<file path="config.mk">
export PLATFORM = sky130hd
export DESIGN_NAME = pipe_hazard_ctrl
export DESIGN_NICKNAME = d
export VERILOG_FILES = /design/src/rtl/pipe_hazard_ctrl.sv
export SDC_FILE = /design/constraint.sdc
export NUM_CORES = 1
export LEC_CHECK = 0
export BUFFER_PORTS_ARGS = -buffer_cell sky130_fd_sc_hd__buf_2
export CAP_MARGIN = 5
export CORE_MARGIN = 4
export CORE_UTILIZATION = 57
export CTS_BUF_LIST = sky130_fd_sc_hd__clkbuf_2 sky130_fd_sc_hd__clkbuf_4 sky130_fd_sc_hd__clkbuf_8
export DETAILED_ROUTE_END_ITERATION = 8
export PLACE_DENSITY = 0.89
export SLEW_MARGIN = 0
export SYNTH_ARGS = -nofsm -noshare
export SYNTH_HDL_FRONTEND = slang
export SYNTH_SLANG_ARGS = --single-unit
</file>
<file path="constraint.sdc">
create_clock -name clk -period 2.9 [get_ports clk]
set_input_delay 0.29 -clock clk [delete_from_list [all_inputs] [get_ports clk]]
set_output_delay 0.29 -clock clk [all_outputs]
set_load 0.005 [all_outputs]
</file>
<file path="src/rtl/pipe_hazard_ctrl.sv">
`default_nettype none
// ============================================================================
// Module      : pipe_hazard_ctrl
// Description : Scoreboard-based hazard and forwarding controller for an
//               in-order RV32 pipeline. It handles load-use interlock, branch
//               flush, global stall, and saturating stall/flush counters.
// Revision    : 1.0 - initial release
// ============================================================================
module pipe_hazard_ctrl #(
  parameter int RF_ADDR_W = 5,
  parameter int NUM_SRC   = 2,
  parameter int NUM_STG   = 3,
  parameter int LOAD_LAT  = 1,
  parameter int CNT_W     = 16,
  parameter int SEL_W     = $clog2(NUM_STG)
) (
  input  logic                         clk,
  input  logic                         reset,
  input  logic                         ext_stall,
  input  logic                         id_valid,
  input  logic [NUM_SRC*RF_ADDR_W-1:0] id_rs,
  input  logic [NUM_SRC-1:0]           id_rs_used,
  input  logic [RF_ADDR_W-1:0]         id_rd,
  input  logic                         id_reg_write,
  input  logic                         id_mem_read,
  input  logic                         ex_redirect,
  output logic                         stall_if_id,
  output logic                         flush_if_id,
  output logic                         bubble_ex,
  output logic [NUM_SRC*SEL_W-1:0]     fwd_sel,
  output logic                         ex_valid,
  output logic [CNT_W-1:0]             stall_cnt,
  output logic [CNT_W-1:0]             flush_cnt
);

  localparam logic [CNT_W-1:0] c_cnt_max = {CNT_W{1'b1}};

  logic                         r_valid     [NUM_STG];
  logic [RF_ADDR_W-1:0]         r_rd        [NUM_STG];
  logic                         r_reg_write [NUM_STG];
  logic                         r_mem_read  [NUM_STG];
  logic [NUM_SRC*RF_ADDR_W-1:0] r_ex_rs;
  logic [NUM_SRC-1:0]           r_ex_rs_used;
  logic [CNT_W-1:0]             r_stall_cnt;
  logic [CNT_W-1:0]             r_flush_cnt;
  logic                         w_load_use;

  // A load is not forwardable while it sits in the first LOAD_LAT positions.
  always_comb begin
    w_load_use = 1'b0;
    for (int i = 0; i < NUM_SRC; i++) begin
      for (int k = 0; k < LOAD_LAT; k++) begin
        if (id_valid && id_rs_used[i] &&
            (id_rs[i*RF_ADDR_W +: RF_ADDR_W] != '0) &&
            r_valid[k] && r_reg_write[k] && r_mem_read[k] &&
            (r_rd[k] == id_rs[i*RF_ADDR_W +: RF_ADDR_W])) begin
          w_load_use = 1'b1;
        end
      end
    end
  end

  assign stall_if_id = ext_stall | (w_load_use & ~ex_redirect);
  assign flush_if_id = ex_redirect & ~ext_stall;
  assign bubble_ex   = ~ext_stall & (w_load_use | ex_redirect);
  assign ex_valid    = r_valid[0];
  assign stall_cnt   = r_stall_cnt;
  assign flush_cnt   = r_flush_cnt;

  for (genvar i = 0; i < NUM_SRC; i++) begin : g_fwd
    logic [RF_ADDR_W-1:0] w_src;
    logic [SEL_W-1:0]     w_sel;

    assign w_src = r_ex_rs[i*RF_ADDR_W +: RF_ADDR_W];

    // Scan oldest to youngest so the youngest producer overrides.
    always_comb begin
      w_sel = '0;
      if (r_valid[0] && r_ex_rs_used[i] && (w_src != '0)) begin
        for (int k = NUM_STG - 1; k >= 1; k--) begin
          if (r_valid[k] && r_reg_write[k] && (r_rd[k] == w_src)) begin
            w_sel = SEL_W'(k);
          end
        end
      end
    end

    assign fwd_sel[i*SEL_W +: SEL_W] = w_sel;
  end

  always_ff @(posedge clk) begin
    if (reset) begin
      for (int k = 0; k < NUM_STG; k++) begin
        r_valid[k]     <= 1'b0;
        r_rd[k]        <= '0;
        r_reg_write[k] <= 1'b0;
        r_mem_read[k]  <= 1'b0;
      end
      r_ex_rs      <= '0;
      r_ex_rs_used <= '0;
    end else if (!ext_stall) begin
      for (int k = 1; k < NUM_STG; k++) begin
        r_valid[k]     <= r_valid[k-1];
        r_rd[k]        <= r_rd[k-1];
        r_reg_write[k] <= r_reg_write[k-1];
        r_mem_read[k]  <= r_mem_read[k-1];
      end
      r_valid[0]     <= id_valid & ~bubble_ex;
      r_rd[0]        <= id_rd;
      r_reg_write[0] <= id_reg_write;
      r_mem_read[0]  <= id_mem_read;
      r_ex_rs        <= id_rs;
      r_ex_rs_used   <= id_rs_used;
    end
  end

  // Counters keep running through ext_stall.
  always_ff @(posedge clk) begin
    if (reset) begin
      r_stall_cnt <= '0;
      r_flush_cnt <= '0;
    end else begin
      if (stall_if_id && (r_stall_cnt != c_cnt_max)) r_stall_cnt <= r_stall_cnt + CNT_W'(1);
      if (flush_if_id && (r_flush_cnt != c_cnt_max)) r_flush_cnt <= r_flush_cnt + CNT_W'(1);
    end
  end

endmodule
`default_nettype wire

</file>
# After elaboration in Yosys (flattened, before gate mapping)
# Memories as Yosys holds them, arrays and structs flattened.
# Index checks and enable logic that the tools add are counted.
dict set report op_classes {
  mul 0
  order_cmp 0
  div_mod_pow 0
  bitwise 21
  shift 0
  reduce_logical 28
  addsub 2
  muxes 25
  n_eq_ne 8
}
# operator count
set ops {}
lappend ops {{$add A16 B1 Y16 const B} 2}
lappend ops {{$ne A16 B16 Y1 const B} 2}
lappend ops {{$eq A5 B5 Y1} 6}
lappend ops {{$logic_and A1 B1 Y1} 24}
lappend ops {{$reduce_bool A5 Y1} 4}
lappend ops {{$mux W1} 16}
lappend ops {{$mux W5} 3}
lappend ops {{$or A1 B1 Y1} 14}
lappend ops {{$mux W2} 6}
lappend ops {{$and A1 B1 Y1} 4}
lappend ops {{$not A1 Y1} 3}
dict set report totals {
  ram_bits 24
  latch_bits 0
  output_inout_bits 40
  inputBits 24
  wordCells 92
  romBits 0
  memories 4
  register_bits 44
}
# name words word_bits read_ports rd_clocked_by_memory_dff write_ports line_no
set memory_table {}
lappend memory_table {r_rd 3 5 3 0 3 39} ;# logic [RF_ADDR_W-1:0] r_rd [NUM_STG];
lappend memory_table {r_mem_read 3 1 2 0 3 41} ;# logic r_mem_read [NUM_STG];
lappend memory_table {r_reg_write 3 1 3 0 3 40} ;# logic r_reg_write [NUM_STG];
lappend memory_table {r_valid 3 1 3 0 3 38} ;# logic r_valid [NUM_STG];

# Depth between registers and ports, before layout
# Gate-level depths: netlist of the first run.
dict set report logic_depth {
  ltp_word 13
  mapped_depth 7
  mapped_depth_nobuf 7
}

# Worst setup path before layout of the first run
# No wires, ideal clock.
dict set report synth_path {
  path_kind {register -> register}
  startpoint {memory r_rd[0][2]}
  endpoint {register r_stall_cnt[9] (netlist: stall_cnt[9])}
  setup_slack_ps 522
  path_stages_with_launch 8
  setup_ps 71
  period_less_slack_ps 2378
  arrival_time_ps 2308
  n_path_buf 1
  t_required_ps 2829
  cell_sequence {edfxtp_1 -> xnor2_1 -> o2111ai_1 -> or4_1 -> o311a_1 -> buf_6 -> or4_1 -> a21oi_1}
}
# item line_no
set synth_lines {}
lappend synth_lines {{start: declaration} 39}
lappend synth_lines {{end signal: assignment} 123} ;# if (stall_if_id && (r_stall_cnt != c_cnt_max)) r_stall_cnt <= r_stall_cnt + CNT_W'(1);
lappend synth_lines {{end: declaration} 44} ;# logic [CNT_W-1:0] r_stall_cnt;

==> results of run 1 <==
[cell usage after synthesis, drive strengths merged]
master / instances
o21ai: 14
o31ai: 3
ha: 2
nor3: 11
a41oi: 1
clkinv: 1
nor3b: 1
o21a: 2
xor2: 23
xnor2: 16
and2: 24
nor2b: 5
dfxtp: 44
or3: 12
inv: 3
buf: 2
and4: 5
o2111ai: 1
o311a: 2
nand3: 10
mux2i: 14
mux2: 1
nand4: 14
nand2: 21
and3: 4
nor4: 7
o21bai: 2
nor2: 31
nand4b: 3
a21oi: 17
o211ai: 2
a21o: 1
or4: 6
clkbuf: 11
edfxtp: 22
[metrics by stage]
stage | power (mW) | cells | area [um2]
final | 1.98 | 478 | 3800
after global routing | 2.05 | 478 | 3800
after CTS | 1.99 | 478 | 3800
after detailed placement | 1.21 | 462 | 3600
after global placement | 1.20 | 462 | 3600
after floorplan | 1.15 | 338 | 3230
[where the power goes]
group	switching [mW]	total (mW)	internal [mW]
clock network	0.355	0.783	0.428
registers	0.0441	1.04	0.994
logic	0.0894	0.163	0.0731
total	0.488	1.98	1.50
[worst paths after layout]
| check | to | slack, ps |
|---|---|---|
| max reg2reg | stall_cnt[15] | 260 |
| max | stall_if_id | 180 |
| min reg2reg | stall_cnt[9] | 490 |
| min | r_ex_rs_used[1] | 200 |
[cell families (layout without fill, tap and decap cells)]
group	count (synthesis)	count (layout)	synth area share, %
AOI/OAI and AO/OA	45	45	8.28
DFF	66	66	47.7
muxes	15	15	4.68
and+or+nand+nor	154	154	25.8
adders and majority gates	2	2	0.774
buffers and inverters	17	85	2.20
xor gates and xnor gates	39	39	10.6
[per-layer routing]
| metal | vias up | track usage (%) | part of all wire (%) |
|---|---|---|---|
| met4 | 0 | 12.9 | 3.9 |
| met1 | 1369 | 29.1 | 42 |
| met3 | 35 | 4.17 | 6.6 |
| met2 | 123 | 36.4 | 47 |
| met5 | - | 0 | 0 |
| li1 | 1352 | - | - |
[critical path, cell delays in order (launching register included)]
cell	delay, ps
edfxtp_1	450
xnor2_1	170
o2111ai_1	130
or4_1	560
o311a_2	580
inv_1	100
buf_2	110
[registers in the layout (all words and copies together) (netlist names)]
register,cells
r_valid,3
r_ex_rs,10
r_rd,15
r_ex_rs_used,2
r_reg_write,3
r_mem_read,1
flush_cnt,16
stall_cnt,16
[layout make-up]
class | instances | area, um2 | share of cell area (%)
repair buffers | 65 | 330 | 8.70
clock buffers | 11 | 145 | 3.82
multi-input cells | 255 | 1620 | 42.7
inverters | 4 | 15.0 | 0.395
clock inverters | 5 | 52.6 | 1.38
flip-flops and latches | 66 | 1540 | 40.6
well taps | 72 | 90.1 | 2.37
==> impl_results.md, run 1 <==
* Final min period at 2720 ps
* Tot GR Track Use at 22.9%
* Rows at 27
* Status: complete, no violations
* Share of cells above drive strength 1 at 20.4%
* Most common cell after layout, fill and taps aside: buf_2
* I/O pins at 64
* Largest net degree at the start of global routing at 44
* Layout Nets at 427
* Yosys warning count at 0
* 1st-pass router iterations at 6
* Reg2Reg Depth at 6
* Tcrit/Tclk final at 93.7%
* Util after Layout at 69.0%
* Total inserted antenna cells at 0
* Slew HR at 38.2%
* Die Width at 83.3 um
* Synth unique cells at 36
* WL/cell at 16.3 um
* CTS Hold Bufs at 0
* Maximum fanout along the worst path at 30
* Post_cts resized at 0
* Final setup TNS at 0 ps
* Routed Antenna Nets at 0
* Via count at 2879
* Critical Path End Type: output pin
* Pre-CTS setup slack at 157 ps
* Slew @ Worst Pin at 925 ps
* Final Hold Violating Endpoints at 0
* Critical Path Source: r_rd[0][2]
* Max-Cap Viols at 0
* First-pass GRT wire length at 13.0 mm
* Placeable core area at 5510 um2
* Post-Syn Instances at 338
* Worst reg2reg startpoint: r_rd[0][2]
* Worst VDD drop at 0.000318 V
* Clk slew on worst S/H paths at 60 ps
* Cts bufs inserted at 9
* Post-synthesis sequential area ratio at 47.7%
* Hold depth at 3
* LEAKAGE at 1.57 nW
* # clock sinks at 66
* Initial core utilization at 58.7%
* Initial antenna violation count at 0
* Hold path start: id_rs_used[1]
* Root Buffer: clkbuf_8
* Number of I/O port buffers at 63
* Filler cell count at 427
* Largest cells by area after synthesis: dfxtp_1, edfxtp_1, xor2_1, and2_1, mux2i_1
* Syn-to-layout area delta at 17.4%
* RSZ-0062 raised after global routing: false
* RePlAce Congestion at 0.848
* Dpl hpwl at 5.39 mm
* PwrDens at 522 nW/um2
* Hold slack final at 203 ps
* Die height at 83.3 um
* Path type of the worst setup path: flop to output pin
* Vias in the first global route at 2751
* Fmax at 368 MHz
* Via density at 6.02
* Setup bufs post-CTS at 0
* DRC violations left at 0
* Final Skew at 11.7 ps
* Min-delay worst type: input port to flop
* Initial DRC count at 222
* Fin. max-slew vios at 0
* Die area at 6940 um2
* Syn Area/Cell at 9.57 um2
* Post-synth top area share at 27.2%
* Post-synthesis register bit count at 66
* Final worst slack at 183 ps
* Required @ worst endpoint at 2610 ps
* Post-Syn Area at 3230 um2
* CTS tree: built
* Gr ovfl total at 0
* Clk buf depth at 2
* H-tree depth reported by CTS at 3
* Synth area leader: dfxtp_1
* Most frequent cells in the layout: buf_2, dfxtp_1, nor2_1, and2_1, xor2_1
* Crit path launch type: flop
* Worst EP arrival at 2430 ps
* Final setup viols at 0
* Worst skew pair latency at 340 ps
* Mapped Nets at 364
* Total Wirelength at 7.80 mm
No activity file was read; power rests on OpenSTA's default activity.
==> run 2: changes to the inputs <==
--- a/config.mk
+++ b/config.mk
@@ -8,10 +8,9 @@
 export BUFFER_PORTS_ARGS = -buffer_cell sky130_fd_sc_hd__buf_2
 export CAP_MARGIN = 5
 export CORE_MARGIN = 4
-export CORE_UTILIZATION = 57
-export CTS_BUF_LIST = sky130_fd_sc_hd__clkbuf_2 sky130_fd_sc_hd__clkbuf_4 sky130_fd_sc_hd__clkbuf_8
+export CORE_UTILIZATION = 55
 export DETAILED_ROUTE_END_ITERATION = 8
-export PLACE_DENSITY = 0.89
+export PLACE_DENSITY = 0.87
 export SLEW_MARGIN = 0
 export SYNTH_ARGS = -nofsm -noshare
 export SYNTH_HDL_FRONTEND = slang
==> run 2 against run 1 <==
Net effect:
- routed wire length is 6.8% lower
- register-to-register slack got worse by 40 ps
- sequential power hardly changed
- critical path type is now flop to flop
==> impl_results.md, run 2 (synthesized netlist as in run 1, its figures left out) <==
* Status: complete, no violations
* CTS tree: built
* Total inserted antenna cells at 0
* Max-Cap Viols at 0
* # clock sinks at 66
* Maximum fanout along the worst path at 19
* Setup bufs post-CTS at 0
* WL/cell at 15.1 um
* Via density at 5.70
* Tot GR Track Use at 21.0%
* Number of I/O port buffers at 63
* RePlAce Congestion at 0.905
* Initial antenna violation count at 0
* Cts bufs inserted at 9
* 1st-pass router iterations at 4
* Initial core utilization at 57.7%
* Fin. max-slew vios at 0
* Hold slack final at 224 ps
* DRC violations left at 0
* Slew @ Worst Pin at 615 ps
* Most common cell after layout, fill and taps aside: buf_2
* Tcrit/Tclk final at 92.3%
* Fmax at 374 MHz
* Initial DRC count at 204
* Slew HR at 59.0%
* Final min period at 2680 ps
* LEAKAGE at 1.58 nW
* Routed Antenna Nets at 0
* Die area at 7170 um2
* Syn-to-layout area delta at 17.8%
* Crit path launch type: flop
* CTS Hold Bufs at 0
* Placeable core area at 5610 um2
* Most frequent cells in the layout: buf_2, dfxtp_1, nor2_1, and2_1, xor2_1
* Final Skew at 7.30 ps
* Post_cts resized at 0
* First-pass GRT wire length at 12.1 mm
* PwrDens at 517 nW/um2
* Final setup viols at 0
* Vias in the first global route at 2598
* Die height at 84.7 um
* Clk slew on worst S/H paths at 70 ps
* Final setup TNS at 0 ps
* Rows at 27
* Clk buf depth at 2
* Critical Path End Type: flop
* Gr ovfl total at 0
* I/O pins at 64
* RSZ-0062 raised after global routing: false
* Via count at 2734
* Die Width at 84.7 um
* H-tree depth reported by CTS at 3
* Worst EP arrival at 2940 ps
* Share of cells above drive strength 1 at 19.9%
* Dpl hpwl at 5.28 mm
* Worst VDD drop at 0.000314 V
* Largest net degree at the start of global routing at 25
* Layout Nets at 429
* Required @ worst endpoint at 3160 ps
* Path type of the worst setup path: flop to flop
* Total Wirelength at 7.27 mm
* Worst skew pair latency at 340 ps
* Root Buffer: clkbuf_8
* Final Hold Violating Endpoints at 0
* Min-delay worst type: input port to flop
==> run 2: cell types whose count changed in the layout (fill, tap and decap cells not counted), sizes merged <==
cell and change:
clkbuf +3, buf +2, inv -2, clkinv -1
==> run 2: stage by stage <==
step	total power, mW	instances	util, %	setup slack (ps)	cell area (um2)
floorplan	1.15	338	-	522	3230
global placement	1.21	464	64.4	370	3610
detailed placement	1.22	464	64.4	297	3610
CTS	1.98	480	68.0	234	3810
global route	2.04	480	68.0	33.3	3810
finish	1.97	480	68.0	223	3810
==> run 2: layer usage <==
layer  GRT usage (%)  vias up  wire (um)
li1                -     1349          -
met1            27.0     1284       3310
met2            33.0       85       3370
met3            4.61       16        421
met4            10.9        0        165
met5               0        -          0
==> run 2: power breakdown <==
part	switching [mW]	leakage, nW	internal (mW)
Clock	0.327	0.101	0.444
Combinational	0.0880	0.877	0.0747
Sequential	0.0409	0.599	0.994
==> run 2: path summary, 6_finish.rpt <==
path,start,end,slack (ps),depth (start not counted)
max,r_rd[0][2],stall_cnt[2],220,7
min,id_rs_used[0],r_ex_rs_used[0],220,3
max reg2reg,r_rd[0][2],stall_cnt[2],220,7
min reg2reg,stall_cnt[9],stall_cnt[9],500,2
==> run 2: area by class of cell <==
type	count	area (um2)
clock buffers	14	163
clock inverters	2	35.0
fillers	444	1800
inverters	4	15.0
multi-input cells	255	1620
flip-flops and latches	66	1540
well taps	72	90.1
repair buffers	67	345
==> run 2: critical path, cell delays in order, from the launching register on <==
cell and delay [ps]:
edfxtp_1 440, xnor2_1 160, o2111ai_1 120, or4_1 540, o311a_1 570, buf_4 270, or3_1 350, a21oi_1 160
==> run 3: changes to the inputs <==
--- a/config.mk
+++ b/config.mk
@@ -11,6 +11,7 @@
 export CORE_UTILIZATION = 55
 export DETAILED_ROUTE_END_ITERATION = 8
 export PLACE_DENSITY = 0.87
+export REMOVE_ABC_BUFFERS = 1
 export SLEW_MARGIN = 0
 export SYNTH_ARGS = -nofsm -noshare
 export SYNTH_HDL_FRONTEND = slang
==> run 3 against run 2 <==
Net effect:
- worst hold slack improved by 4.6 ps
- die area is the same
- fmax fell by 2.2%
- first-iteration DRC count fell by 19%
- total power barely moved
- non-clock buffer count did not move
- flip-flop and latch count unchanged
- clock power hardly changed
- critical path depth fell by 1
- setup slack lost 62 ps
==> impl_results.md, run 3 (synthesized netlist as in run 1, its figures left out) <==
* Min-Delay Endpoint: r_ex_rs[9]
* RSZ-0062 raised after global routing: false
* Metal3 WL at 439 um
* Placed insts at 464
* Clk buf depth at 2
* Setup bufs post-CTS at 0
* Highest metal used: met4
* CTS tree: built
* Final Instance Area at 3810 um2
* Vias in the first global route at 2703
* Die area at 7170 um2
* Storage cell area at 1540 um2
* Worst skew pair latency at 330 ps
* Critical-path top delay cell: o311a_2
* Switching share of total power at 23.2%
* Post_cts resized at 0
* Share of cells above drive strength 1 at 20.1%
* Routed Antenna Nets at 0
* Most common cell after layout, fill and taps aside: buf_2
* Root Buffer: clkbuf_8
* Largest net degree at the start of global routing at 31
* Dpl hpwl at 5.45 mm
* Fin. max-slew vios at 0
* Slew @ Worst Pin at 503 ps
* Min-delay worst type: input port to flop
* CTS Hold Bufs at 0
* Syn-to-layout area delta at 17.9%
* Initial core utilization at 57.7%
* 1st-pass router iterations at 4
* Layout Nets at 429
* RePlAce Congestion at 0.823
* Critical Path Source: r_rd[0][2]
* Via density at 5.73
* Placeable core area at 5610 um2
* Required @ worst endpoint at 2610 ps
* RR Endpoint: stall_cnt[15]
* Routed wl met2 at 3.76 mm
* Initial antenna violation count at 0
* Final Non-Filler Cells at 480
* Routed met1 length at 3.09 mm
* Footprint of the multi-input gates at 1620 um2
* # clock sinks at 66
* Critical Path End Type: output pin
* Internal power at 1.51 mW
* Fmax at 365 MHz
* Cts bufs inserted at 9
* Gr ovfl total at 0
* Hold depth at 3
* Final Skew at 9.11 ps
* Status: complete, no violations
* Clk slew on worst S/H paths at 70 ps
* FF-to-FF setup slack at 210 ps
* Reg2Reg Depth at 6
* Via count at 2748
* Die height at 84.7 um
* CP cell instances: xnor2_1 > o2111ai_1 > or4_1 > o311a_2 > inv_1 > buf_2
* H-tree depth reported by CTS at 3
* WL/cell at 15.6 um
* Worst VDD drop at 0.000394 V
* Hold path start: id_rs[9]
* Slew HR at 66.1%
* Final Hold Violating Endpoints at 0
* Die Width at 84.7 um
* Total inserted antenna cells at 0
* Initial DRC count at 165
* Dpl cell area at 3610 um2
* Tcrit/Tclk final at 94.4%
* Final min period at 2740 ps
* Clock Power Share at 39.3%
* Total Wirelength at 7.49 mm
* Maximum fanout along the worst path at 30
* Most frequent cells in the layout: buf_2, dfxtp_1, nor2_1, and2_1, xor2_1
* Util after Layout at 68.0%
* Crit path launch type: flop
* Final setup TNS at 0 ps
* Comb pwr share at 8.4%
* Switching power total at 458 uW
* Rows at 27
* First-pass GRT wire length at 12.2 mm
* Final setup viols at 0
* Worst EP arrival at 2450 ps
* DRC violations left at 0
* Number of I/O port buffers at 63
* CP max stage delay at 580 ps
* Sequential Power Share at 52.3%
* Hold slack final at 229 ps
* I/O pins at 64
* PwrDens at 517 nW/um2
* LEAKAGE at 1.58 nW
* Max-Cap Viols at 0
* Path type of the worst setup path: flop to output pin
* Filler cell count at 480
* Worst reg2reg startpoint: r_rd[0][2]
* Tot GR Track Use at 21.2%
-- run 3: changes by cell type in the layout (fill, tap and decap cells not counted) --
cell     delta
o311a_1     -1
o311a_2     +1
-- run 3: how the worst max path moves through the flow --
stage,end
after floorplan,stall_cnt[15]
after global placement,stall_cnt[13]
after detailed placement,stall_cnt[15]
after CTS,stall_if_id
after global routing,stall_if_id
final,stall_if_id
-- run 3: final cells by class --
type	instances	area share (%)
multi-input combinational	255	42.6
inverter	4	0.394
sequential	66	40.4
clock inverter	2	0.919
tap	72	2.36
clock buffer	14	4.27
timing repair buffer	67	9.06
-- run 3: power groups by stage --
stage | combinational, mW | sequential [mW] | clock, mW
floorplan | 0.0932 | 1.04 | 0
CTS | 0.166 | 1.03 | 0.791
global route | 0.181 | 1.04 | 0.833
global placement | 0.157 | 1.05 | 0
detailed placement | 0.165 | 1.05 | 0
finish | 0.166 | 1.03 | 0.773
-- run 3: stage by stage --
| stage | total power, mW | setup slack, ps |
|---|---|---|
| after global routing | 2.05 | 37.4 |
| after floorplan | 1.14 | 415 |
| after detailed placement | 1.22 | 121 |
| after global placement | 1.21 | 266 |
| final | 1.97 | 161 |
| after CTS | 1.99 | 41.9 |
-- run 3: per-layer routing --
layer / vias up / track usage (%)
met4: 0 / 10.2
li1: 1347 / -
met2: 79 / 35.5
met3: 17 / 6.48
met5: - / 0
met1: 1305 / 24.7
-- run 3: worst max-delay path: cells and delay by family (launching register included) --
| family | cells | cell delay, ps |
|---|---|---|
| flops | 1 | 440 |
| buf+inv | 2 | 210 |
| simple gates | 1 | 550 |
| compound gates | 2 | 700 |
| xor+xnor | 1 | 190 |
